--- config.mk ---
export PLATFORM = sky130hd
export DESIGN_NAME = seq_divider
export DESIGN_NICKNAME = d
export VERILOG_FILES = /design/src/rtl/seq_divider.sv
export SDC_FILE = /design/constraint.sdc
export NUM_CORES = 1
export LEC_CHECK = 0
export ABC_AREA = 1
export BUFFER_PORTS_ARGS = -buffer_cell sky130_fd_sc_hd__buf_2
export CAP_MARGIN = 20
export CORE_MARGIN = 5
export CORE_UTILIZATION = 39
export DETAILED_ROUTE_END_ITERATION = 10
export PLACE_DENSITY_LB_ADDON = 0.3
export SYNTH_ARGS = -nofsm -noshare
export SYNTH_HDL_FRONTEND = slang
export SYNTH_SLANG_ARGS = --single-unit
--- constraint.sdc ---
create_clock -name clk -period 3.96 [get_ports clk]
set_input_delay 0.792 -clock clk [delete_from_list [all_inputs] [get_ports clk]]
set_output_delay 0.792 -clock clk [all_outputs]
set_load 0.02 [all_outputs]
--- src/rtl/seq_divider.sv ---
// Multi-cycle restoring divider: one quotient bit per clock, start/busy/done handshake, divide-by-zero flag.
// Define DIV_SIGNED_EN to add the sgn port and two's-complement operation (sign fix-up in the completion cycle).
module seq_divider #(
  parameter int N = 8,
  parameter int M = 4
) (
  input  logic         clk,
  input  logic         rst,
  input  logic         start,
  input  logic [N-1:0] dividend,
  input  logic [M-1:0] divisor,
`ifdef DIV_SIGNED_EN
  input  logic         sgn,
`endif
  output logic         busy,
  output logic         done,
  output logic         dz,
  output logic [N-1:0] quotient,
  output logic [M-1:0] remainder
);

  localparam int CW = $clog2(N + 1);

  typedef enum logic [1:0] {IDLE, RUN, ZERO} state_t;

  state_t         state;
  logic [M-1:0]   prem;
  logic [N-1:0]   sreg;
  logic [M-1:0]   dvsr;
  logic [CW-1:0]  cnt;
  logic           neg_q;
  logic           neg_r;
  logic           s_mode;

`ifdef DIV_SIGNED_EN
  assign s_mode = sgn;
`else
  assign s_mode = 1'b0;
`endif

  function automatic logic [N-1:0] neg_n(input logic signed [N-1:0] v, input logic en);
    return en ? -v : v;
  endfunction

  function automatic logic [M-1:0] neg_m(input logic signed [M-1:0] v, input logic en);
    return en ? -v : v;
  endfunction

  // One restoring step: a failed trial keeps the shifted remainder, whose top bit is then known zero.
  logic [M:0]   shifted;
  logic         borrow;
  logic [M-1:0] prem_nxt;
  logic [N-1:0] sreg_nxt;

  always_comb begin
    shifted  = {prem, sreg[N-1]};
    borrow   = shifted < {1'b0, dvsr};
    prem_nxt = borrow ? shifted[M-1:0] : (shifted[M-1:0] - dvsr);
    sreg_nxt = {sreg[N-2:0], ~borrow};
  end

  always_ff @(posedge clk or negedge rst) begin
    if (!rst) begin
      state     <= IDLE;
      busy      <= 1'b0;
      done      <= 1'b0;
      dz        <= 1'b0;
      quotient  <= '0;
      remainder <= '0;
      prem      <= '0;
      sreg      <= '0;
      dvsr      <= '0;
      cnt       <= '0;
      neg_q     <= 1'b0;
      neg_r     <= 1'b0;
    end else begin
      done <= 1'b0;
      case (state)
        IDLE: begin
          if (start) begin
            busy  <= 1'b1;
            prem  <= '0;
            cnt   <= CW'(N);
            neg_r <= s_mode & dividend[N-1];
            neg_q <= s_mode & (dividend[N-1] ^ divisor[M-1]);
            if (divisor == '0) begin
              // Raw dividend is kept so its low bits can be reported as the remainder.
              state <= ZERO;
              sreg  <= dividend;
              dvsr  <= '0;
            end else begin
              state <= RUN;
              sreg  <= neg_n(dividend, s_mode & dividend[N-1]);
              dvsr  <= neg_m(divisor, s_mode & divisor[M-1]);
            end
          end
        end
        RUN: begin
          prem <= prem_nxt;
          sreg <= sreg_nxt;
          cnt  <= cnt - CW'(1);
          if (cnt == CW'(1)) begin
            state     <= IDLE;
            busy      <= 1'b0;
            done      <= 1'b1;
            dz        <= 1'b0;
            quotient  <= neg_n(sreg_nxt, neg_q);
            remainder <= neg_m(prem_nxt, neg_r);
          end
        end
        ZERO: begin
          state     <= IDLE;
          busy      <= 1'b0;
          done      <= 1'b1;
          dz        <= 1'b1;
          quotient  <= '1;
          remainder <= sreg[M-1:0];
        end
        default: state <= IDLE;
      endcase
    end
  end

endmodule

* Word-level counts from Yosys, hierarchy flattened
Cells that the tools add are included.
** Word-level totals
- Register bits after elaboration :: 37
- Bits in latches :: 0
- Memory bits (writable) :: 0
- ROM bits :: 0
- Bits of input ports :: 15
- Output and inout port bits :: 15
- Logic and storage cells :: 51
- Memories :: 0
** Operators by class
- $add $sub $neg :: 2
- $mul :: 0
- Div/mod/pow operators :: 0
- $lt $le $gt $ge :: 1
- Equality and inequality tests :: 5
- Shift-type cells :: 0
- Muxes and demuxes :: 22
- Bitwise logic cells :: 1
- Reductions and logical operators :: 10
** Operator list (number)
- one-hot mux 8 bit (2 select lines) :: 2
- one-hot mux 4 bit (2 select lines) :: 3
- 2-to-1 mux 4 bit :: 5
- 2-to-1 mux 8 bit :: 2
- AND reduction 2 bit :: 4
- 2-to-1 mux 2 bit :: 3
- less-than comparator 5 x 4 -> 1 bit :: 1
- equality test 4 x 1 -> 1 bit, second input constant :: 1
- zero test 4 bit :: 1
- inequality test 2 bit, second input constant :: 2
- one-hot mux 1 bit (2 select lines) :: 2
- one-hot mux 2 bit (2 select lines) :: 1
- nonzero test 2 bit :: 2
- subtractor 4 x 1 -> 4 bit, second input constant :: 1
- subtractor 4 bit :: 1
- 2-to-1 mux 1 bit :: 3
- one-hot mux 1 bit (3 select lines) :: 1
- AND reduction 3 bit :: 1
- nonzero test 3 bit :: 1
- equality test 2 x 1 -> 1 bit, second input constant :: 1
- equality test 2 bit, second input constant :: 1
- zero test 2 bit :: 1
- NOT 1 bit :: 1

* Logic depth before layout (Yosys ltp)
- Word-level depth :: 4
- Depth in mapped cells :: 10
- Depth with buffers taken out :: 10

* Worst setup path before layout
No wires, ideal clock.
- Path kind :: input to register
- Start :: in start
- End :: reg sreg[0]
- Setup time :: 0.125 ns
- Arrival time :: 1.310 ns
- Required time :: 3.835 ns
- Setup slack :: 2.525 ns
- Cell stages on the path :: 6
- Buffers on the path :: 1
- Cells stage by stage :: nand2_1 -> o21ai_4 -> buf_6 -> inv_4 -> a21oi_2 -> a22oi_2
** On the way
- Word-level cells in the longest chain between the ends :: 2
** RTL lines
- start: declaration :: RTL line 9 : input logic start,
- inequality test 2 bit (no line)
- AND reduction 2 bit (no line)
- end signal: assignment :: RTL line 89 : sreg <= dividend;
- end signal: assignment :: RTL line 93 : sreg <= neg_n(dividend, s_mode & dividend[N-1]);
- end signal: assignment :: RTL line 100 : sreg <= sreg_nxt;
- end: declaration :: RTL line 28 : logic [N-1:0] sreg;
No other way between the ends.
A chain may end at the register's enable or synchronous reset.

* Worst setup path after layout
- Start :: reg state[1]
- End :: reg sreg[0]
** On the way
- Word-level cells in the longest chain between the ends :: 3
- Elaborated cells between the ends (all ways) :: 6
** RTL lines
- start: declaration :: RTL line 26 : state_t state;
- start signal: assignment :: RTL line 64 : state <= IDLE;
- start signal: assignment :: RTL line 88 : state <= ZERO;
- start signal: assignment :: RTL line 92 : state <= RUN;
- equality test 2 x 1 -> 1 bit / zero test 2 bit (equally long branches) :: RTL line 78 : case (state)
- nonzero test 2 bit (no line) / inequality test 2 bit (equally long branches)
- AND reduction 2 bit (no line)
Several ways; a longest one is shown, not always the timed one.

==> flow_summary_export.csv <==
group,metric,value,unit
clock_network,cts_tree,"done",
die,initial_core_util,0.3961,
clock_network,cts_buffer_depth,2,
critical_path,cp.arrival,2.13,ns
synth,netlist.area_leader.share,0.4666,
synth,yosysWarningCount,0,
timing,setup_tns,0,ns
route,via_per_inst,4.699,
cells_and_area,diodes,0,
global_routing,grt_pass1_vias,1513,
timing,worstMarginPinSlew,0.8538,ns
critical_path,cpPeakStageDelay,0.45,ns
clock_network,clk_pin_slew,0.08,ns
timing,grt_setup_unrepaired,"no",
critical_path,worst_path_max_delay_cell,"o21ai_4",
clock_network,cts.sinks,37,
timing,fmax,509.7,MHz
critical_path,cp-startpoint,"state[1]",
critical_path,reg2reg_depth,7,
critical_path,end_kind,"register",
min_path,min_path_type,"reg2reg",
critical_path,r2r_end,"sreg[0]",
clock_network,post_cts_buffers,0,
global_routing,grt_usage,0.1423,
route,wirelength,4206,um
global_routing,grt_pass1_wl,7086,um
timing,hold_viol_final,0,
clock_network,h-tree-depth,2,
timing,post-route-min-period,1.962,ns
critical_path,cp.required,4.12,ns
synth,synth_seq_cells,37,
critical_path,path_class,"reg2reg",
placement,io_buffers,29,
die,die_w,81.33,um
die,core_area,0.005010,sq mm
power_and_ir_drop,peakVddDrop,309.4,uV
timing,fin_crit_sh,0.4954,
global_routing,grt_max_degree,38,
run,cap_violations,0,
cells_and_area,drive_gt1_frac,0.1925,
clock_network,cts-root-buf,"clkbuf_8",
timing,finalSetupViolations,0,
synth,synth.avg_cell_area,8.444,sq um
synth,syn_nets,261,
timing,slew_headroom,0.4308,
timing,final_max_slew_viol_count,0,
synth,synth_seq_area_share,0.4666,
route,dr.pass1.iters,4,
route,detail-route-antenna-nets,0,
critical_path,reg2reg_from,"state[1]",
critical_path,startpoint_type,"register",
synth,yosys.area.top_type,"dfrtp_1",
status,status,"completed",
die,fp.dieH,81.33,um
synth,synthTopCellsByArea,"dfrtp_1, nand2_1, inv_1",
clock_network,cts_resized,0,
route,drc_errors,0,
critical_path,crit_top_cell,"inv_4",
global_routing,gr-total-overflow,0,
clock_network,cts_buffers,5,
cells_and_area,area_growth,12.86,%
cells_and_area,ff_latch_area,925.9,sq um
power_and_ir_drop,p_per_area,816.0,mW/mm^2
placement,gp_congestion,0.8276,
die,die_area,0.006615,sq mm
placement,hpwl,3135,um
route,wl_per_cell,12.56,um
critical_path,worstPathCellList,"inv_1, ha_1, inv_4, o21ai_4, inv_4, a21oi_2, a22oi_2",
critical_path,endpoint,"sreg[0]",
synth,netlist_area,0.001984,sq mm
critical_path,r2r_slack,2.00,ns
cells_and_area,final_cells,335,
synth,ys_types,28,
cells_and_area,nNetsFinal,290,
placement,place_inst,327,
die,rows,26,
critical_path,cp_max_fo,20,
route,num_vias,1574,
min_path,min_from,"dz",
route,drt_iter0_drc,87,
timing,final.setup_skew,0.008174,ns
global_routing,antenna_found_initial,0,
clock_network,ctsHoldBuffers,0,
cells_and_area,multi_input_area,850.8,sq um
die,num_io_pins,30,
power_and_ir_drop,power.leakage,0.001182,uW
cells_and_area,fillers,522,
clock_network,clock_latency,0.29,ns
synth,postSynthCellCount,235,
through the flow:
step	cell area, sq um	hold WS (ns)	util	worst slack [ns]	total power (uW)
2_1_floorplan	1984	0.4530	-	2.525	1384
3_3_place_gp	2157	0.4627	0.4306	2.078	1569
3_5_place_dp	2157	0.4745	0.4306	2.005	1593
4_1_cts	2240	0.4927	0.4471	1.993	1853
5_1_grt	2240	0.5155	0.4471	1.830	2018
6_report	2240	0.4878	0.4471	1.998	1827
power by group:
group | internal [uW] | switching, uW
Combinational | 315 | 633
Clock | 122 | 130
Sequential | 543 | 85.3
Total | 979 | 848
cells in the final DEF (no fill, tap or decap):
master,netlist,routed
nand3b_1,1,1
clkbuf_8,0,5
a22oi_2,1,1
dfrtp_1,37,37
nand3_2,1,1
nand4_1,1,1
xor2_1,1,1
nand2_2,3,3
buf_2,3,29
a21oi_2,1,1
inv_2,2,2
o21ai_0,22,22
nand3_1,13,13
nand2_1,66,66
o22ai_1,3,3
o211ai_1,8,8
fa_1,1,1
ha_1,10,10
inv_4,2,2
nor2_2,2,2
nor2_1,6,6
o21ai_2,1,1
clkbuf_1,0,1
o21ai_4,1,1
nor3_1,1,1
nand4_4,1,1
a21oi_1,5,5
clkinv_2,0,2
o21ai_1,4,4
inv_1,34,34
worst max-delay path, delay by kind of cell, from the launching register on:
kind            cells  cell delay [ns]
compound gates      3             0.64
fa+ha+maj           1             0.43
buf+inv             3             0.38
flops               1             0.40
metal layers:
layer,vias to the layer above,track usage,wire (um)
met5,-,0,0
met4,0,0.05405,53
met3,4,0.03437,219
met2,31,0.2353,2023
met1,730,0.1787,1910
li1,809,-,-
state kept, by name, indices dropped and copies added (netlist names):
name	count
quotient	8
sreg	8
cnt	4
dvsr	4
prem	4
remainder	4
state	2
busy	1
done	1
dz	1
cell usage after synthesis:
master / instances
nor2_1: 6
o211ai_1: 8
nand2_1: 66
inv_4: 2
inv_1: 34
a22oi_2: 1
ha_1: 10
nor2_2: 2
nand3b_1: 1
o21ai_1: 4
buf_2: 3
o22ai_1: 3
nand2_2: 3
o21ai_2: 1
a21oi_2: 1
o21ai_4: 1
nand3_2: 1
buf_6: 4
nor3_1: 1
inv_2: 2
fa_1: 1
dfrtp_1: 37
nand3_1: 13
xor2_1: 1
a21oi_1: 5
nand4_4: 1
nand4_1: 1
o21ai_0: 22
cells by family (layout without fill, tap and decap cells):
kind of cell             after synthesis  after routing  share of synthesized area
flip-flops                            37             37                     0.4666
XOR/XNOR                               1              1                   0.004414
AND/OR/NAND/NOR                       95             95                     0.2100
buffers and inverters                 45             75                     0.1047
adder cells (fa/ha/maj)               11             11                    0.07314
AO/OA/AOI/OAI                         46             46                     0.1412
how the worst min path moves through the flow:
stage,endpoint,cells past startpoint,slack [ns]
6_report,dz,2,0.49
5_1_grt,remainder[3],2,0.52
4_1_cts,dvsr[1],2,0.49
3_5_place_dp,dz,2,0.47
3_3_place_gp,dz,2,0.46
2_1_floorplan,dvsr[1],2,0.45
area by class of cell:
cell class | instances | share of cell area
Tap cell | 70 | 0.03911
Timing Repair Buffer | 29 | 0.06480
Inverter | 38 | 0.06592
Clock inverter | 2 | 0.004469
Sequential cell | 37 | 0.4134
Clock buffer | 6 | 0.03240
Multi-Input combinational cell | 153 | 0.3799
Note: power is estimated with default switching activity, not from simulation.
